`src/rtl/ccff_loader.sv`:
```
// Purpose: load a serial configuration chain from a word stream, then recirculate it once to check readback parity.
// Latency: a word accepted in cycle t shifts MSB-first from t+1; CHECK takes CHAIN_LEN cycles, then done.
// Backpressure: s_ready is high only in LOAD while the 1-word buffer is empty and chain bits remain to be fetched.
module ccff_loader #(
    parameter int CHAIN_LEN = 8,
    parameter int WORD_W    = 8
) (
    input  logic              prog_clk,
    input  logic              prog_reset,
    input  logic              start,
    input  logic              abort,
    input  logic [WORD_W-1:0] s_data,
    input  logic              s_valid,
    output logic              s_ready,
    output logic              ccff_head,
    input  logic              ccff_tail,
    output logic              shift_en,
    output logic              busy,
    output logic              done,
    output logic              err
);
    localparam int CNT_W  = $clog2(CHAIN_LEN + 1);
    localparam int BCNT_W = $clog2(WORD_W + 1);
    localparam logic [CNT_W-1:0] LAST_BIT = CNT_W'(CHAIN_LEN - 1);
    localparam logic [CNT_W-1:0] FULL_LEN = CNT_W'(CHAIN_LEN);

    typedef enum logic [1:0] {
        IDLE  = 2'd0,
        LOAD  = 2'd1,
        CHECK = 2'd2,
        DONE  = 2'd3
    } state_t;

    state_t              state;
    logic [WORD_W-1:0]   buf_dat;   // MSB is the next bit to shift
    logic [BCNT_W-1:0]   buf_cnt;   // valid bits left in the buffer
    logic [CNT_W-1:0]    rem_cnt;   // chain bits not yet fetched into the buffer
    logic [CNT_W-1:0]    bit_cnt;   // bits shifted in the current phase
    logic                p_load;
    logic                p_rb;
    logic                err_q;

    logic                accept;
    logic                load_shift;
    logic                go_load;
    logic [CNT_W-1:0]    take;

    // Handshake, shift qualification and how many bits of the next word are kept
    always_comb begin
        accept     = s_ready & s_valid;
        load_shift = (state == LOAD) && (buf_cnt != '0);
        go_load    = start && !abort && ((state == IDLE) || (state == DONE));
        // A final partial word only contributes its top rem_cnt bits
        if (32'(rem_cnt) >= WORD_W) begin
            take = CNT_W'(WORD_W);
        end else begin
            take = rem_cnt;
        end
    end

    assign s_ready   = (state == LOAD) && (buf_cnt == '0) && (rem_cnt != '0);
    assign shift_en  = load_shift || (state == CHECK);
    assign ccff_head = load_shift ? buf_dat[WORD_W-1] :
                       (state == CHECK) ? ccff_tail : 1'b0;
    assign busy      = (state == LOAD) || (state == CHECK);
    assign done      = (state == DONE);
    assign err       = err_q;

    // Control FSM with buffer, counters and parity accumulators
    always_ff @(posedge prog_clk) begin
        if (prog_reset || abort || go_load) begin
            // Reset, abort and a fresh start all begin from a clean slate
            state   <= (go_load && !prog_reset) ? LOAD : IDLE;
            rem_cnt <= (go_load && !prog_reset) ? FULL_LEN : '0;
            buf_dat <= '0;
            buf_cnt <= '0;
            bit_cnt <= '0;
            p_load  <= 1'b0;
            p_rb    <= 1'b0;
            err_q   <= 1'b0;
        end else begin
            case (state)
                LOAD: begin
                    // accept and load_shift never coincide: s_ready needs an empty buffer
                    if (accept) begin
                        buf_dat <= s_data;
                        buf_cnt <= BCNT_W'(take);
                        rem_cnt <= rem_cnt - take;
                    end else if (load_shift) begin
                        buf_dat <= buf_dat << 1;
                        buf_cnt <= buf_cnt - 1'b1;
                        p_load  <= p_load ^ buf_dat[WORD_W-1];
                        if (bit_cnt == LAST_BIT) begin
                            bit_cnt <= '0;
                            state   <= CHECK;
                        end else begin
                            bit_cnt <= bit_cnt + 1'b1;
                        end
                    end
                end
                CHECK: begin
                    // Tail is fed back to the head so the chain ends up unchanged
                    p_rb <= p_rb ^ ccff_tail;
                    if (bit_cnt == LAST_BIT) begin
                        bit_cnt <= '0;
                        err_q   <= p_load ^ p_rb ^ ccff_tail;
                        state   <= DONE;
                    end else begin
                        bit_cnt <= bit_cnt + 1'b1;
                    end
                end
                default: begin
                    // IDLE and DONE hold until start, abort or reset
                    state <= state;
                end
            endcase
        end
    end
endmodule

```
`config.mk`:
```
export PLATFORM = sky130hd
export DESIGN_NAME = ccff_loader
export DESIGN_NICKNAME = d
export VERILOG_FILES = /design/src/rtl/ccff_loader.sv
export SDC_FILE = /design/constraint.sdc
export NUM_CORES = 1
export LEC_CHECK = 0
export CAP_MARGIN = 0
export CORE_UTILIZATION = 35
export CTS_CLUSTER_SIZE = 25
export DETAILED_ROUTE_END_ITERATION = 12
export SYNTH_ARGS = -nofsm -noshare
export SYNTH_HDL_FRONTEND = slang
export SYNTH_SLANG_ARGS = --single-unit
```
`constraint.sdc`:
```
create_clock -name prog_clk -period 2.4 [get_ports prog_clk]
set_input_delay 0.6 -clock prog_clk [delete_from_list [all_inputs] [get_ports prog_clk]]
set_output_delay 0.6 -clock prog_clk [all_outputs]
set_load 0.005 [all_outputs]
```
# --- After elaboration in Yosys (flattened, before gate mapping) ---
# Index checks and enable logic that the tools add are counted.
op_classes:
  addsub: 3
  multipliers: 0
  div_mod_pow: 0
  n_lt_le_gt_ge: 1
  eq_ne: 10
  shifts: 0
  mux: 22
  bitwise_logic: 6
  reduce_logical: 28
op_table:
  columns: ["op", "n"]
  rows:
  - ["$mux W4", 10]
  - ["$mux W8", 2]
  - ["$mux W2", 5]
  - ["$pmux W4 S2", 1]
  - ["$reduce_bool A2 Y1", 4]
  - ["$reduce_bool A4 Y1", 2]
  - ["$logic_and A1 B1 Y1", 6]
  - ["$ne A3 B1 Y1 const B", 2]
  - ["$ne A3 B2 Y1 const B", 2]
  - ["$reduce_and A2 Y1", 3]
  - ["$reduce_and A3 Y1", 2]
  - ["$logic_or A1 B1 Y1", 5]
  - ["$reduce_and A5 Y1", 1]
  - ["$add A4 B1 Y4 const B", 1]
  - ["$eq A2 B2 Y1 const B", 2]
  - ["$eq A4 B3 Y1 const B", 1]
  - ["$ge A4 B4 Y1 const B", 1]
  - ["$logic_not A4 Y1", 1]
  - ["$ne A2 B2 Y1 const B", 2]
  - ["$pmux W2 S2", 1]
  - ["$sub A4 B1 Y4 const B", 1]
  - ["$sub A4 B4 Y4", 1]
  - ["$xor A1 B1 Y1", 4]
  - ["$mux W1", 3]
  - ["6 further kinds", 7]
totals:
  register_bits: 25
  latchBits: 0
  mem_bits_rw: 0
  rom_bits: 0
  elab_cells: 78
  memories: 0

# --- Logic depth before layout (Yosys ltp) ---
logic_depth:
  word_depth: 7
  depth_mapped: 8

# --- Worst setup path before layout ---
# OpenSTA, ideal clock, no wires.
synth_timing:
  path_kind: "flip-flop to output port"
  startpoint: "reg buf_cnt[0]"
  endpoint: "out ccff_head"
  arrival_ns: 1.384
  required_ns: 1.800
  slack_ns: 0.416
  stages_incl_launch_ff: 7
  n_path_buf: 1
  cell_sequence: "dfxtp_1 -> inv_1 -> ha_1 -> or3b_4 -> nand2_4 -> buf_8 -> mux2i_1"
synth_between:
  elab_chain_len: 3
synth_lines:
  columns: ["item", "line", "rtl"]
  rows:
  - ["from (decl)", "36", "logic [BCNT_W-1:0] buf_cnt;"]
  - ["from (signal assigned)", "87", "buf_cnt <= BCNT_W'(take);"]
  - ["from (signal assigned)", "91", "buf_cnt <= buf_cnt - 1'b1;"]
  - ["$reduce_bool A4 Y1", "51", "load_shift = (state == LOAD) && (buf_cnt != '0);"]
  - ["$logic_and A1 B1 Y1", "51", null]
  - ["$mux W1", "63", "assign ccff_head = load_shift ? buf_dat[WORD_W-1] :"]
  - ["to (decl)", "15", "output logic ccff_head,"]
# Every way passes these cells.

# --- Worst setup path in the final report ---
layout_timing:
  startpoint: "reg state[1]"
  endpoint: "out busy"
layout_between:
  elab_chain_len: 2
layout_lines:
  columns: ["item", "line", "rtl"]
  rows:
  - ["from (decl)", "34", "state_t state;"]
  - ["from (signal assigned)", "73", "state <= (go_load && !prog_reset) ? LOAD : IDLE;"]
  - ["from (signal assigned)", "114", "state <= state;"]
  - ["$eq A2 B1 Y1 or $eq A2 B2 Y1 (tied branches)", "65", "assign busy = (state == LOAD) || (state == CHECK);"]
  - ["$logic_or A1 B1 Y1 *", "65", null]
  - ["to (decl)", "18", "output logic busy,"]
# Every way passes the cells marked *; elsewhere a longest branch is shown, timed or not.

==> results.yml <==
synthesis:
  ys.flop_type: "dfxtp_1"
  syn_area_per_cell_um2: 9.37
  synth_edf_count: 6
  ys_seq_area_frac: 0.424
  synth_seq_cells: 25
  netlist_instances: 141
  synth.cell_area_mm2: 0.00132
  yosys_warnings: 0
  syn_nets: 161
  ys_types: 36
  async_flop_share: 0
setup_path:
  r2r_slack_ns: 0.48
  cp-start-kind: "flop"
  r2r-start: "state[1]$_SDFFCE_PP0P_"
  end_kind: "primary output"
  cp.required_ns: 1.80
  rr_endpoint: "state[0]$_DFFE_PP_"
  cpMaxStageDelayCell: "clkdlybuf4s50_1"
  cp_max_fo: 4
  critPathKind: "reg -> out"
  slowest_delay_ns: 0.49
  r2r_cells: 5
  path_cells: "buf_4 > ha_1 > inv_1 > clkdlybuf4s50_1"
  worstPathArrival_ns: 1.69
timing:
  setup_tns_ns: 0
  finalCritPeriodShare: 0.952
  hold_ws_ns: 0.464
  finalMaxSlewViolations: 0
  timing.final.hold_violations: 0
  min_period_ns: 2.29
  rsz0062_at_grt: "no"
  setup_viol: 0
  timing.fmax_mhz: 438
  skew_ns: 0.00162
clock_network:
  root_buffer: "clkbuf_8"
  clockBufferDepth: 2
  cts_sinks: 25
  htreeDepth: 1
  cts_made_buffers: 3
  clk_latency_ns: 0.27
  cts_tree: "built"
  clk_pin_slew_ns: 0.08
global_route:
  grt_max_degree: 19
  grt_pass1_wl_mm: 4.37
  grt_pass1_vias: 997
  antenna_found_initial: 0
  grt_usage: 0.139
  globalRouteOverflowTotal: 0
layout:
  num-nets-final: 189
  drive_gt1_frac: 0.137
  post-route-util: 0.473
  layout_commonest_cell: "dfxtp_1"
  most-common-layout-cells: "dfxtp_1, a21oi_1, clkdlybuf4s50_1"
  area_delta_synth_final_pct: 24.2
  antenna_cells: 0
route:
  drtPass1Iterations: 4
  routedWlPerCell_um: 11.9
  vias_per_cell: 4.86
  ant_nets: 0
  vias: 1041
  met1_length_mm: 1.17
  first_iter_violations: 18
  drc: 0
  highest_layer: "met4"
  totalWireLength_mm: 2.56
  wl_met3_um: 70
  wl_met2_mm: 1.28
flow_run:
  cap_violations: 0
pwr:
  vdd_drop_max_mv: 0.187
  cellLeakagePower_nw: 0.669
  power_density_mw_per_mm2: 572
die:
  core_area_mm2: 0.00347
  start_util: 0.381
  dieArea_mm2: 0.00402
  std_cell_rows: 21
  io_pins: 20
  die_w_um: 63.4
  die_h_um: 63.4
worst_hold_path:
  min_from: "err$_SDFFE_PP0P_"
  hold_path_end: "err$_SDFFE_PP0P_"
  hp-class: "reg -> reg"
  min_delay_path_depth: 2
placed_design:
  port_buffers: 19
  hpwl_mm: 1.91
  routabilityCongestion: 0.811
status:
  run_status: "completed"
-- final cells by class --
| cell class | instances | area [um2] |
|---|---|---|
| clock buffers | 4 | 45.0 |
| multi-input cells | 103 | 698 |
| well taps | 46 | 57.6 |
| repair buffers | 28 | 250 |
| fillers | 365 | 1830 |
| inverters | 8 | 30.0 |
| flip-flops and latches | 25 | 561 |
-- what timing repair did --
action                                  4_1_cts  5_1_grt
endpoints found under the setup margin        3        1
setup buffers                                 3        0
hold buffers                                  0        0
resized for setup                             4        4
pin swaps                                     2        0
-- critical path, delay by kind of cell, from the launching register on --
family	cells	cell delay [ns]
adder cells (fa/ha/maj)	1	0.31
buffers and inverters	3	0.71
flip-flops	1	0.40
-- through the flow --
step / instance area, um2 / power [mW] / worst slack, ns / instances
2_1_floorplan: 1320 / 0.613 / 0.416 / 141
3_3_place_gp: 1570 / 0.696 / -0.0318 / 207
3_5_place_dp: 1570 / 0.700 / -0.0257 / 207
4_1_cts: 1640 / 0.949 / 0.00788 / 214
5_1_grt: 1640 / 1.00 / 0.0193 / 214
6_report: 1640 / 0.939 / 0.115 / 214
-- flip-flops by register name, summed over array words and instances, names as in the netlist --
| name | flops |
|---|---|
| bit_cnt | 4 |
| buf_dat | 8 |
| buf_cnt | 4 |
| p_load | 1 |
| p_rb | 1 |
| rem_cnt | 4 |
| err | 1 |
| state | 2 |
-- cell families (layout without fill, tap and decap cells) --
logic type | Yosys count | after routing | share of synthesized area
AO/OA/AOI/OAI | 29 | 29 | 0.119
XOR/XNOR | 8 | 8 | 0.0530
adder cells (fa/ha/maj) | 6 | 6 | 0.0568
buffers and inverters | 13 | 40 | 0.0568
flip-flops | 25 | 25 | 0.424
multiplexers | 7 | 7 | 0.0530
other | 1 | 1 | 0.00284
AND/OR/NAND/NOR | 52 | 52 | 0.234
-- Yosys cell counts (2+ instances only) --
cell type,n,area [um2]
nand3b_1,2,15.0
mux2i_1,7,70.1
nand3_1,9,45.0
nor2_1,9,33.8
inv_1,8,30.0
a21oi_1,17,85.1
o21ai_0,8,40.0
dfxtp_1,19,380
edfxtp_1,6,180
nor3b_1,2,15.0
ha_1,6,75.1
clkbuf_1,2,7.51
nor3_1,4,20.0
nand2_1,12,45.0
xnor2_1,5,43.8
buf_6,2,22.5
xor2_1,3,26.3
a31oi_1,2,12.5
-- how the worst max path moves through the flow --
stage / start / to / slack [ns] / cells after the start
after floorplan: buf_cnt[0]$_SDFFE_PP0P_ / ccff_head / 0.42 / 6
after global placement: ccff_tail / ccff_head / -0.03 / 4
after detailed placement: ccff_tail / ccff_head / -0.03 / 4
final: state[1]$_SDFFCE_PP0P_ / busy / 0.11 / 4
after CTS: buf_cnt[0]$_SDFFE_PP0P_ / ccff_head / 0.008 / 6
after global routing: state[1]$_SDFFCE_PP0P_ / busy / 0.02 / 4
-- power breakdown --
part / switching, mW / total (mW) / internal (mW) / leakage, nW
registers: 0.0191 / 0.473 / 0.454 / 0.222
clock network: 0.126 / 0.244 / 0.119 / 0.0228
logic: 0.113 / 0.222 / 0.109 / 0.425
total: 0.258 / 0.939 / 0.681 / 0.669
-- routing by layer --
layer / global-route usage / up-vias
met5: 0 / -
met4: 0.0455 / 0
met3: 0.0308 / 5
met2: 0.237 / 14
met1: 0.170 / 482
li1: - / 540
Note: power is estimated with default switching activity, not from simulation.
